`src/rtl/alu_pkg.sv`:
```
// Shared ALU definitions: nibble width, serial-subtractor state encoding and
// the two's-complement subtract overflow rule.
package alu_pkg;

  localparam int NIBBLE_W = 4;

  typedef enum logic [1:0] {
    IDLE = 2'd0,
    RUN  = 2'd1,
    DONE = 2'd2
  } sub_state_t;

  // Overflow when operand signs differ and the result sign differs from the minuend.
  function automatic logic ovf_sub(input logic a_msb, input logic b_msb, input logic d_msb);
    return (a_msb != b_msb) && (d_msb != a_msb);
  endfunction

endpackage

```
`src/rtl/sub_nibble4.sv`:
```
// One 4-bit subtract slice: {c,d} = a + ~b + ~bin, borrow-out is the inverted carry.
module sub_nibble4
  import alu_pkg::*;
(
  input  logic [NIBBLE_W-1:0] a,
  input  logic [NIBBLE_W-1:0] b,
  input  logic                bin,
  output logic [NIBBLE_W-1:0] d,
  output logic                bout
);

  logic [NIBBLE_W:0] sum;

  assign sum  = {1'b0, a} + {1'b0, ~b} + {{NIBBLE_W{1'b0}}, ~bin};
  assign d    = sum[NIBBLE_W-1:0];
  assign bout = ~sum[NIBBLE_W];

endmodule

```
`src/rtl/serial_subtractor4.sv`:
```
// Nibble-serial subtractor DIFF = A - B - BI, LSB nibble first, valid/ready on both sides.
// Optional sticky zero flag output Z when SERIAL_SUB_ZERO_FLAG_EN is defined.
module serial_subtractor4
  import alu_pkg::*;
#(
  parameter int WIDTH = 16
) (
  input  logic             clk,
  input  logic             rst_n,
  input  logic             in_valid,
  output logic             in_ready,
  input  logic [WIDTH-1:0] A,
  input  logic [WIDTH-1:0] B,
  input  logic             BI,
  output logic             out_valid,
  input  logic             out_ready,
  output logic [WIDTH-1:0] DIFF,
  output logic             BO,
  output logic             OVF
`ifdef SERIAL_SUB_ZERO_FLAG_EN
  ,
  output logic             Z
`endif
);

  localparam int NN = WIDTH / NIBBLE_W;
  localparam int CW = (NN > 1) ? $clog2(NN) : 1;
  localparam logic [CW-1:0] LAST = CW'(NN - 1);

  generate
    if ((WIDTH % NIBBLE_W) != 0 || WIDTH < NIBBLE_W) begin : g_bad_width
      $error("serial_subtractor4: WIDTH must be a positive multiple of 4");
    end
  endgenerate

  sub_state_t state, nstate;

  logic [WIDTH-1:0]    a_sh, b_sh;
  logic                borrow;
  logic [CW-1:0]       cnt;
  logic                a_msb, b_msb;
  logic [NIBBLE_W-1:0] d;
  logic                bout;
  logic [WIDTH+NIBBLE_W-1:0] diff_cat;
  logic                last;

  sub_nibble4 u_nib (
    .a    (a_sh[NIBBLE_W-1:0]),
    .b    (b_sh[NIBBLE_W-1:0]),
    .bin  (borrow),
    .d    (d),
    .bout (bout)
  );

  assign last      = (cnt == LAST);
  assign in_ready  = (state == IDLE);
  assign out_valid = (state == DONE);
  assign diff_cat  = {d, DIFF};

  always_ff @(posedge clk or negedge rst_n) begin
    if (!rst_n) state <= IDLE;
    else        state <= nstate;
  end

  always_comb begin
    nstate = state;
    unique case (state)
      IDLE:    if (in_valid)  nstate = RUN;
      RUN:     if (last)      nstate = DONE;
      DONE:    if (out_ready) nstate = IDLE;
      default:                nstate = IDLE;
    endcase
  end

  // Result nibbles enter at the top so the first (LSB) nibble lands at bit 0 after NN shifts.
  always_ff @(posedge clk or negedge rst_n) begin
    if (!rst_n) begin
      a_sh   <= '0;
      b_sh   <= '0;
      borrow <= 1'b0;
      cnt    <= '0;
      a_msb  <= 1'b0;
      b_msb  <= 1'b0;
      DIFF   <= '0;
      BO     <= 1'b0;
      OVF    <= 1'b0;
    end else begin
      unique case (state)
        IDLE: if (in_valid) begin
          a_sh   <= A;
          b_sh   <= B;
          borrow <= BI;
          cnt    <= '0;
          a_msb  <= A[WIDTH-1];
          b_msb  <= B[WIDTH-1];
        end
        RUN: begin
          a_sh   <= a_sh >> NIBBLE_W;
          b_sh   <= b_sh >> NIBBLE_W;
          DIFF   <= diff_cat[WIDTH+NIBBLE_W-1:NIBBLE_W];
          borrow <= bout;
          if (last) begin
            BO  <= bout;
            OVF <= ovf_sub(a_msb, b_msb, d[NIBBLE_W-1]);
          end else begin
            cnt <= cnt + 1'b1;
          end
        end
        default: ;
      endcase
    end
  end

`ifdef SERIAL_SUB_ZERO_FLAG_EN
  always_ff @(posedge clk or negedge rst_n) begin
    if (!rst_n)                          Z <= 1'b0;
    else if (state == IDLE && in_valid)  Z <= 1'b1;
    else if (state == RUN)               Z <= Z & (d == '0);
  end
`endif

endmodule

```
`config.mk`:
```
export PLATFORM = sky130hd
export DESIGN_NAME = serial_subtractor4
export DESIGN_NICKNAME = d
export VERILOG_FILES = /design/src/rtl/alu_pkg.sv /design/src/rtl/sub_nibble4.sv /design/src/rtl/serial_subtractor4.sv
export SDC_FILE = /design/constraint.sdc
export NUM_CORES = 1
export LEC_CHECK = 0
export BUFFER_PORTS_ARGS = -buffer_cell sky130_fd_sc_hd__buf_4
export CAP_MARGIN = 15
export CORE_MARGIN = 2
export CORE_UTILIZATION = 53
export DETAILED_ROUTE_END_ITERATION = 10
export PLACE_DENSITY = 0.78
export SYNTH_ARGS = -nofsm -noshare
export SYNTH_HDL_FRONTEND = slang
export SYNTH_SLANG_ARGS = --single-unit
export TNS_END_PERCENT = 20
```
`constraint.sdc`:
```
create_clock -name clk -period 2.2 [get_ports clk]
set_input_delay 0.22 -clock clk [delete_from_list [all_inputs] [get_ports clk]]
set_output_delay 0.22 -clock clk [all_outputs]
set_load 0.02 [all_outputs]
```
==> results_dict.tcl <==
set metrics [dict create \
    die_y_microns 72.9 \
    hpwl_microns 3360 \
    status "finished clean" \
    io_buffers 56 \
    power_uw 5030 \
    netlist_area_sq_mm 0.00252 \
    ir_drop_mv 0.744 \
    setup_viol 0 \
    fp.dieW_microns 72.9 \
    drive_above_1_share_pct 27.6 \
    slew_viol_final 0 \
    drc 0 \
    insertion_delay_ps 330 \
    rows 25 \
    firstDrtPassIters 4 \
    cts_setup_buffers 0 \
    cts_buffer_depth 2 \
    path_max_fanout 3 \
    vias_per_cell 5.23 \
    path_clk_slew_ps 60 \
    worstPathArrival_ps 2210 \
    fin_hold_ws_ps 77.1 \
    min_path_cells 2 \
    min_path_type "in2reg" \
    clock_sinks 57 \
    hold_viol_final 0 \
    ys_ff_latch 57 \
    yosysWarnings 0 \
    numCtsBuffers 9 \
    p_per_area_mw_per_mm2 1590 \
    maxCapViolations 0 \
    grt-ovfl-total 0 \
    finalWirelength_microns 4760 \
    nNetsFinal 340 \
    drt-initial-drc-count 96 \
    grt_max_degree 59 \
    place_congestion 0.752 \
    vias 1858 \
    fill_cells 366 \
    cp.required_ps 2450 \
    grt_pass1_vias 1848 \
    fin_crit_sh_pct 89.1 \
    antenna_left 0 \
    postSynthCellCount 239 \
    cts.htree.levels 3 \
    maxSlewHeadroom_pct 52.8 \
    dp.cells 339 \
    ios 57 \
    r2r_cells 6 \
    tns_ps 0 \
    wire_per_inst_microns 13.4 \
    initial_core_util_pct 54.0 \
    syn_nets 282 \
    pre_cts_slack_ps 260 \
    crit_type "reg2reg" \
    crit_path_end_kind "flop" \
    finalNonFillerCells 355 \
    finClkSkew_ps 6.13 \
    grt_pass1_wl_microns 8250 \
    grt_util_all_layers_pct 20.8 \
    netlist-cell-type-count 28 \
    cp-start-kind "flop" \
    syn_avg_cell_area_sq_um 10.5 \
    finalWorstSetupSlack_ps 241 \
    die_area_sq_mm 0.00532 \
    fin_crit_ps 1960 \
    diodes 0 \
    leakage_uw 0.00162 \
    area_growth_pct 26.1 \
    yosysSeqAreaShare_pct 56.6 \
    fmax_mhz 510 \
    rsz0062_at_grt "no" \
    fp.coreArea_sq_mm 0.00466 \
    antenna_found_initial 0 \
    worstMarginPinSlew_ps 708 \
    cts_tree "built" \
    clockRootBuffer "clkbuf_8" \
]
## path summary, 6_finish.rpt
path,start,endpoint,slack [ps]
worst max-delay path,a_sh[0],OVF,240
worst min-delay path,out_ready,state[1],80
worst max register to register,a_sh[0],OVF,240
worst min register to register,b_sh[2],b_sh[2],470
max in group asynchronous,rst_n,cnt[1],1250
min in group asynchronous,rst_n,a_sh[4],490
## through the flow
step,utilization (%),cell area [sq um]
detailed placement,64.1,2990
floorplan,-,2520
CTS,68.1,3180
global placement,64.1,2990
global route,68.1,3180
finish,68.1,3180
## logic make-up after synthesis
family | after synthesis | synth area share, %
muxes | 28 | 11.3
DFF | 57 | 56.6
adders and majority gates | 6 | 3.58
xor gates and xnor gates | 1 | 0.348
buffers and inverters | 21 | 3.63
and+or+nand+nor | 79 | 12.9
AOI/OAI and AO/OA | 47 | 11.6
## Yosys cell counts, drive strengths merged
master / count / area, sq um
mux2: 4 / 45.0
fa: 2 / 40.0
a41oi: 1 / 16.3
clkbuf: 7 / 26.3
dfrtp: 57 / 1430
xnor2: 1 / 8.76
buf: 7 / 38.8
nand2: 68 / 255
o21bai: 1 / 7.51
o31ai: 1 / 7.51
nor2b: 2 / 12.5
nor2: 3 / 11.3
mux2i: 24 / 240
o21ai: 29 / 145
a21oi: 3 / 15.0
nand2b: 2 / 12.5
a22o: 9 / 78.8
a21boi: 1 / 7.51
and3b: 1 / 8.76
and2: 1 / 6.26
inv: 7 / 26.3
or4b: 1 / 10.0
o22ai: 1 / 6.26
ha: 4 / 50.1
nand3b: 1 / 7.51
a21o: 1 / 8.76
## critical path, cell delays in order (launching register included)
cell and delay (ps):
dfrtp_1 340, inv_1 60, fa_1 430, nand3b_1 180, and3b_1 200, or4b_1 490
a41oi_2 180
## power breakdown
group / leakage, uW / total [uW] / switching (uW) / internal [uW]
Combinational: 0.000812 / 2300 / 1280 / 1020
Clock: 0.0000980 / 876 / 388 / 488
Sequential: 0.000714 / 1850 / 308 / 1550
## sequential cells by signal, summed over array words and instances (netlist names)
name	count
a_msb	1
BO	1
b_sh	16
borrow	1
a_sh	16
state	2
DIFF	16
OVF	1
cnt	2
b_msb	1
## layout by cell type, fill, tap and decap left out
master	count
a21boi_1	1
a21o_2	1
a21oi_1	3
a22o_1	9
a41oi_2	1
and2_1	1
and3b_1	1
buf_4	60
clkbuf_8	12
clkinv_2	3
dfrtp_1	57
dlygate4sd3_1	1
fa_1	2
ha_1	4
inv_1	7
mux2_2	4
mux2i_1	24
nand2_1	68
nand2b_1	1
nand2b_2	1
nand3b_1	1
nor2_1	3
nor2b_1	2
o21ai_0	29
o21bai_4	1
o22ai_1	1
o31ai_1	1
or4b_1	1
xnor2_1	1
## cell type report
class	count	area (sq um)	area share, %
sequential	57	1430	44.9
multi-input combinational	161	1010	32.0
timing repair buffer	61	460	14.5
clock buffer	12	165	5.20
tap	54	67.6	2.13
inverter	7	26.3	0.827
clock inverter	3	15.0	0.473
## metal layers
metal	vias up	part of all wire (%)	track usage, %
li1	925	-	-
met1	876	44	26.0
met2	46	49	32.7
met3	11	4.9	5.80
met4	0	2.2	11.1
met5	-	0	0
## what timing repair did
item | 4_1_cts | 5_1_grt
gates resized for setup | 0 | 0
hold endpoints to repair | 57 | 0
hold buffers | 1 | 0
Power figures use the tool's default switching activity.
